==> src/rtl/cmd_decoder_ctrl.sv <==
// Purpose: validate command words, update per-channel enable/level, run req/ack transfers with timeout.
// Latency: accept at T, err at T+2, effects and cmd_done at T+3 (or after ack/timeout for transfers).
// Backpressure: in_ready only in IDLE; one word in flight, the source holds its word while in_ready=0.
module cmd_decoder_ctrl #(
    parameter int DATA_WIDTH   = 17,
    parameter int AMOUNT_WIDTH = 8,
    parameter int CH_W         = 2,
    parameter int NUM_CH       = 4,
    parameter int LEVEL_MAX    = 200,
    parameter int TIMEOUT      = 1000,
    parameter int ERR_W        = 8
) (
    input  logic                           clk,
    input  logic                           rst_n,
    input  logic [DATA_WIDTH-1:0]          in_data,
    input  logic                           in_valid,
    output logic                           in_ready,
    output logic [NUM_CH-1:0]              ch_en,
    output logic [NUM_CH*AMOUNT_WIDTH-1:0] level,
    output logic                           xfer_req,
    output logic                           xfer_dir,
    output logic [CH_W-1:0]                xfer_ch,
    input  logic                           xfer_ack,
    output logic                           cmd_done,
    output logic                           err,
    output logic                           timeout_flag,
    output logic [ERR_W-1:0]               err_count
);

    localparam int CNT_W = $clog2(TIMEOUT + 1);
    localparam int AW    = AMOUNT_WIDTH;

    typedef enum logic [1:0] {IDLE, CHECK, APPLY, XFER} state_t;

    state_t                r_state;
    state_t                w_state_nxt;
    logic                  r_live;
    logic [DATA_WIDTH-1:0] r_cmd;
    logic [CNT_W-1:0]      r_cnt;
    logic [NUM_CH-1:0]     r_ch_en;
    logic [AW-1:0]         r_level [NUM_CH];

    // Decoded fields of the latched command
    logic            w_on, w_off, w_inc, w_dec, w_recv, w_send, w_xfer;
    logic [CH_W-1:0] w_ch;
    logic [AW-1:0]   w_amt;
    logic            w_illegal;
    logic            w_ack_hit, w_expire;
    logic            w_done_nxt, w_err_nxt, w_req_nxt;
    logic            w_cur_en, w_en_new;
    logic [AW-1:0]   w_cur_lvl, w_lvl_new;
    logic [AW:0]     w_sum;

    assign w_on   = r_cmd[0];
    assign w_off  = r_cmd[1];
    assign w_inc  = r_cmd[2];
    assign w_dec  = r_cmd[3];
    assign w_recv = r_cmd[4];
    assign w_send = r_cmd[5];
    assign w_xfer = w_send | w_recv;
    assign w_ch   = r_cmd[7 +: CH_W];
    assign w_amt  = r_cmd[DATA_WIDTH-1 -: AW];

    // Even parity over the whole word, including bits no field uses
    assign w_illegal = (^r_cmd) | (w_on & w_off) | (w_inc & w_dec) | (w_send & w_recv)
                     | ({1'b0, w_ch} >= (CH_W+1)'(NUM_CH)) | (r_cmd[5:0] == 6'd0);

    // Ack on the expiry cycle wins, so expiry is qualified by no ack
    assign w_ack_hit = (r_state == XFER) & xfer_ack;
    assign w_expire  = (r_state == XFER) & ~xfer_ack & (r_cnt == CNT_W'(TIMEOUT - 1));

    // in_ready stays low while in reset and until the first clock after release
    assign in_ready = r_live & (r_state == IDLE);

    // FSM state register
    always_ff @(posedge clk or negedge rst_n) begin
        if (!rst_n) begin
            r_state <= IDLE;
            r_live  <= 1'b0;
        end else begin
            r_state <= w_state_nxt;
            r_live  <= 1'b1;
        end
    end

    // FSM next-state logic
    always_comb begin
        w_state_nxt = r_state;
        case (r_state)
            IDLE:    if (in_valid && in_ready) w_state_nxt = CHECK;
            CHECK:   w_state_nxt = w_illegal ? IDLE : APPLY;
            APPLY:   w_state_nxt = w_xfer ? XFER : IDLE;
            XFER:    if (w_ack_hit || w_expire) w_state_nxt = IDLE;
            default: w_state_nxt = IDLE;
        endcase
    end

    // FSM outputs: next values of the registered pulses and request
    always_comb begin
        w_done_nxt = 1'b0;
        w_err_nxt  = 1'b0;
        w_req_nxt  = 1'b0;
        case (r_state)
            CHECK: w_err_nxt = w_illegal;
            APPLY: begin
                w_done_nxt = ~w_xfer;
                w_req_nxt  = w_xfer;
            end
            XFER: begin
                w_done_nxt = w_ack_hit;
                w_err_nxt  = w_expire;
                w_req_nxt  = ~w_ack_hit & ~w_expire;
            end
            default: ;
        endcase
    end

    // Latch the accepted word and run the transfer wait counter
    always_ff @(posedge clk or negedge rst_n) begin
        if (!rst_n) begin
            r_cmd <= '0;
            r_cnt <= '0;
        end else begin
            if (in_valid && in_ready) r_cmd <= in_data;
            r_cnt <= (r_state == XFER) ? r_cnt + CNT_W'(1) : '0;
        end
    end

    // Registered status/transfer outputs and saturating error count
    always_ff @(posedge clk or negedge rst_n) begin
        if (!rst_n) begin
            cmd_done     <= 1'b0;
            err          <= 1'b0;
            xfer_req     <= 1'b0;
            xfer_dir     <= 1'b0;
            xfer_ch      <= '0;
            timeout_flag <= 1'b0;
            err_count    <= '0;
        end else begin
            cmd_done <= w_done_nxt;
            err      <= w_err_nxt;
            xfer_req <= w_req_nxt;
            if (r_state == APPLY && w_xfer) begin
                xfer_dir <= w_send;
                xfer_ch  <= w_ch;
            end
            if (w_expire) timeout_flag <= 1'b1;
            if (w_err_nxt && (err_count != {ERR_W{1'b1}})) err_count <= err_count + ERR_W'(1);
        end
    end

    // Select the addressed channel's current enable and level
    always_comb begin
        w_cur_en  = 1'b0;
        w_cur_lvl = '0;
        for (int i = 0; i < NUM_CH; i++) begin
            if (w_ch == CH_W'(i)) begin
                w_cur_en  = r_ch_en[i];
                w_cur_lvl = r_level[i];
            end
        end
    end

    // Enable resolves first; inc/dec then act only on an enabled channel
    always_comb begin
        w_en_new  = w_on ? 1'b1 : (w_off ? 1'b0 : w_cur_en);
        w_sum     = {1'b0, w_cur_lvl} + {1'b0, w_amt};
        w_lvl_new = w_cur_lvl;
        if (w_en_new && w_inc)
            w_lvl_new = (w_sum > (AW+1)'(LEVEL_MAX)) ? AW'(LEVEL_MAX) : w_sum[AW-1:0];
        else if (w_en_new && w_dec)
            w_lvl_new = (w_cur_lvl >= w_amt) ? (w_cur_lvl - w_amt) : '0;
    end

    // Commit per-channel state in APPLY; level is kept across off
    always_ff @(posedge clk or negedge rst_n) begin
        if (!rst_n) begin
            r_ch_en <= '0;
            for (int i = 0; i < NUM_CH; i++) r_level[i] <= '0;
        end else if (r_state == APPLY) begin
            for (int i = 0; i < NUM_CH; i++) begin
                if (w_ch == CH_W'(i)) begin
                    r_ch_en[i] <= w_en_new;
                    r_level[i] <= w_lvl_new;
                end
            end
        end
    end

    assign ch_en = r_ch_en;

    genvar g;
    generate
        for (g = 0; g < NUM_CH; g++) begin : g_lvl
            assign level[g*AW +: AW] = r_level[g];
        end
    endgenerate

endmodule

==> config.mk <==
export PLATFORM = sky130hd
export DESIGN_NAME = cmd_decoder_ctrl
export DESIGN_NICKNAME = d
export VERILOG_FILES = /design/src/rtl/cmd_decoder_ctrl.sv
export SDC_FILE = /design/constraint.sdc
export NUM_CORES = 1
export LEC_CHECK = 0
export ABC_AREA = 0
export CAP_MARGIN = 20
export CORE_MARGIN = 5
export CORE_UTILIZATION = 34
export CTS_CLUSTER_DIAMETER = 60
export DETAILED_ROUTE_END_ITERATION = 8
export PLACE_DENSITY = 0.6
export SLEW_MARGIN = 20
export SYNTH_ARGS = -nofsm -noshare
export SYNTH_HDL_FRONTEND = slang
export SYNTH_SLANG_ARGS = --single-unit
export TNS_END_PERCENT = 10
==> constraint.sdc <==
create_clock -name clk -period 9.4 [get_ports clk]
set_input_delay 2.82 -clock clk [delete_from_list [all_inputs] [get_ports clk]]
set_output_delay 2.82 -clock clk [all_outputs]
set_load 0.01 [all_outputs]
==> impl_results.md <==
* Outcome: complete, no violations
* Critical Path Sink Type: output port
* Core area at 0.0133 mm2
* Top_reg_cell synth: dfrtp_1
* H-tree depth at 3
* ANT nets after route at 0
* Post-CTS Setup Bufs at 0
* Cts bufs inserted at 9
* Synth Area in Simple Gates at 15.7%
* Inserted Diodes at 0
* Mapped Avg Cell Area at 9.83 um2
* Worst Path Required at 6.58 ns
* Vias at 3664
* Top Layer Used: met4
* Row Count at 42
* Pre-antenna DRT Iters at 5
* WL final at 11.9 mm
* Filler cell count at 1301
* Area grow syn2layout at 26.3%
* Pins Over Slew Limit at 0
* DRT met1 WL at 5.66 mm
* Clk_skew at 0.0104 ns
* Max-Slew Margin vs Limit at 47.5%
* Min Tclk post-route at 4.51 ns
* Synthesized area at 0.00464 mm2
* Syn nets at 520
* Total gr overflow at 0
* CP Buf/Inv Count at 1
* Met3 wire len at 519 um
* Crit start category: flop
* Unique masters post-synth at 58
* Final setup TNS at 0 ns
* Gate count after technology mapping at 472
* Vias in the first global route at 3740
* Metal2 WL at 5.55 mm
* RSZ-0062 raised after global routing: no
* Initial Util at 34.9%
* Final Hold Fails at 0
* Placed cell area at 0.00550 mm2
* Largest family of logic cells by synthesized area: simple AND/OR/NAND/NOR gates
* Worst-path clk slew at 0.06 ns
* WS Path Type: flop to output port
* Hold Buf Count CTS at 0
* Power, Total at 2280 uW
* DP HPWL at 8.86 mm
* Clock Latency Late Sink at 0.34 ns
* CP top delay family: buffers and inverters
* FF+latch count, synth at 81
* Mux contribution to synthesized area at 7.01%
* Synth warnings at 0
* Finish-stage setup viols at 0
* Synth async-reset ratio at 100%
* LEAKAGE at 0.00252 uW
* Critical path peak fanout at 9
* Post-cts sizing count at 0
* CP max stage cell: clkdlybuf4s50_1
* Max-Cap Viols at 0
* IO Port Bufs at 72
* Clock Path Buffers at 2
* Die Area at 0.0161 mm2
* Seq. cell area at 0.00203 mm2
* Layout cells sized above 1 at 7.55%
* TritonCTS clock tree: yes
* Final #Nets at 586
* Post-synthesis sequential area ratio at 43.7%
* Global-route usage over all layers at 15.3%
* Adder-cell share of the synthesized area at 7.61%
* Power Density at 388 mW/mm2
* # IOs at 73
* Chip height at 127 um
* Antenna violations before repair at 0
* Register-to-register setup slack at 5.40 ns
* DRC at 0
* Post-synth EDFFs at 0
* Max Clk Rate at 222 MHz
* Routed WL per cell at 16.6 um
* Global-route wire length before repair at 19.8 mm
* Clock sinks at 81
* Worst-path cell chain: nor3b_1 -> clkdlybuf4s50_1
* Slew @ Worst Pin at 0.788 ns
* Critical path arrival at 1.69 ns
* Die Width at 127 um
* Max VDD drop at 0.000143 V
* Root buf cell: clkbuf_16
* Post-synthesis compound-gate area fraction at 14.6%
* Xor-xnor portion of the synthesized cell area at 6.82%
* Area occupied by multi-input gates at 0.00240 mm2
* GP Congestion at 0.869
* Slowest stage delay, CP at 0.59 ns
* Pin count of the biggest net entering global routing at 82
* HP Class: flop to flop
* Design Area, Final at 0.00586 mm2
* Post-DR vias/cell at 5.10
* Post-route clock period utilization at 48.0%
* DRT iter0 DRCs at 145
==> tightest hold or removal path, stage by stage (launching register included) <==
cell and delay [ns]:
dfrtp_1 0.35, inv_1 0.04, o31ai_1 0.05
==> layout by cell type, fill, tap and decap left out, types with 3 or more instances in the layout <==
cell / instances
a21oi_1: 18
nor3_1: 4
o21bai_1: 4
nand4_1: 4
a31oi_1: 3
o21ai_0: 40
nand3_1: 8
a32oi_1: 3
nor2b_1: 6
o221ai_1: 3
nor2_1: 26
clkbuf_16: 9
nand2b_1: 4
or3_1: 5
o31ai_1: 10
o21a_1: 4
nor3b_1: 4
xnor2_1: 26
and2_1: 3
dfrtp_1: 81
mux4_1: 3
nand2_1: 66
xor2_1: 5
ha_1: 25
o21ai_1: 10
and3_1: 10
inv_1: 29
mux4_2: 6
mux2_2: 8
bufinv_16: 3
clkdlybuf4s50_1: 71
==> state kept, by name, summed over array words and instances (netlist names) <==
register,flops
r_cmd,17
cmd_done,1
err_count,8
level,32
xfer_dir,1
err,1
ch_en,4
xfer_ch,2
xfer_req,1
timeout_flag,1
r_cnt,10
r_live,1
r_state,2
==> where the power goes <==
group	total (uW)	internal (uW)	switching [uW]
Clock	417	275	142
Combinational	1280	604	674
Sequential	581	461	121
==> final cells by class <==
cell class | instances | area share (%)
multi-input cells | 341 | 41.0
repair buffers | 74 | 12.6
flip-flops and latches | 81 | 34.6
inverters | 31 | 1.99
well taps | 176 | 3.76
clock buffers | 12 | 4.38
clock inverters | 4 | 1.69
==> synth_stat cells, types with 5 or more instances <==
master / number / area share (%)
dfrtp_1: 81 / 44
nand2_1: 66 / 5.3
o21ai_0: 40 / 4.3
inv_1: 29 / 2.3
nor2_1: 26 / 2.1
xnor2_1: 26 / 4.9
ha_1: 25 / 6.7
a21oi_1: 18 / 1.9
clkbuf_1: 13 / 1.1
and3_1: 10 / 1.3
o21ai_1: 10 / 1.1
o31ai_1: 10 / 1.6
mux2_2: 8 / 1.9
nand3_1: 8 / 0.86
mux4_2: 6 / 2.9
nor2b_1: 6 / 0.81
or3_1: 5 / 0.67
xor2_1: 5 / 0.94
==> final timing paths <==
| path | from | to | cells past startpoint |
|---|---|---|---|
| worst max-delay path | r_state[0] | in_ready | 2 |
| worst min-delay path | timeout_flag | timeout_flag | 2 |
| worst max register to register | r_cmd[7] | level[2] | 10 |
| worst min register to register | timeout_flag | timeout_flag | 2 |
| max in group asynchronous | rst_n | level[1] | 1 |
| min in group asynchronous | rst_n | err_count[5] | 1 |
==> through the flow <==
| step | hold slack [ns] | setup slack [ns] | util [%] | cells |
|---|---|---|---|---|
| 3_3_place_gp | 0.451 | 5.05 | 41.4 | 703 |
| 5_1_grt | 0.517 | 4.79 | 44.1 | 719 |
| 6_report | 0.472 | 4.89 | 44.1 | 719 |
| 4_1_cts | 0.472 | 4.86 | 44.1 | 719 |
| 2_1_floorplan | 0.455 | 5.63 | - | 472 |
| 3_5_place_dp | 0.457 | 4.99 | 41.4 | 703 |
==> cells by family after synthesis <==
group | count (synthesis)
buffers and inverters | 50
flip-flops | 81
AND/OR/NAND/NOR | 152
other | 1
adder cells (fa/ha/maj) | 27
AO/OA/AOI/OAI | 109
multiplexers | 19
XOR/XNOR | 33
==> layer usage <==
layer / global-route usage [%] / vias up
met2: 24.4 / 82
li1: - / 1776
met3: 2.73 / 17
met5: 0 / -
met1: 21.1 / 1789
met4: 5.05 / 0
No activity file was read; power rests on OpenSTA's default activity.
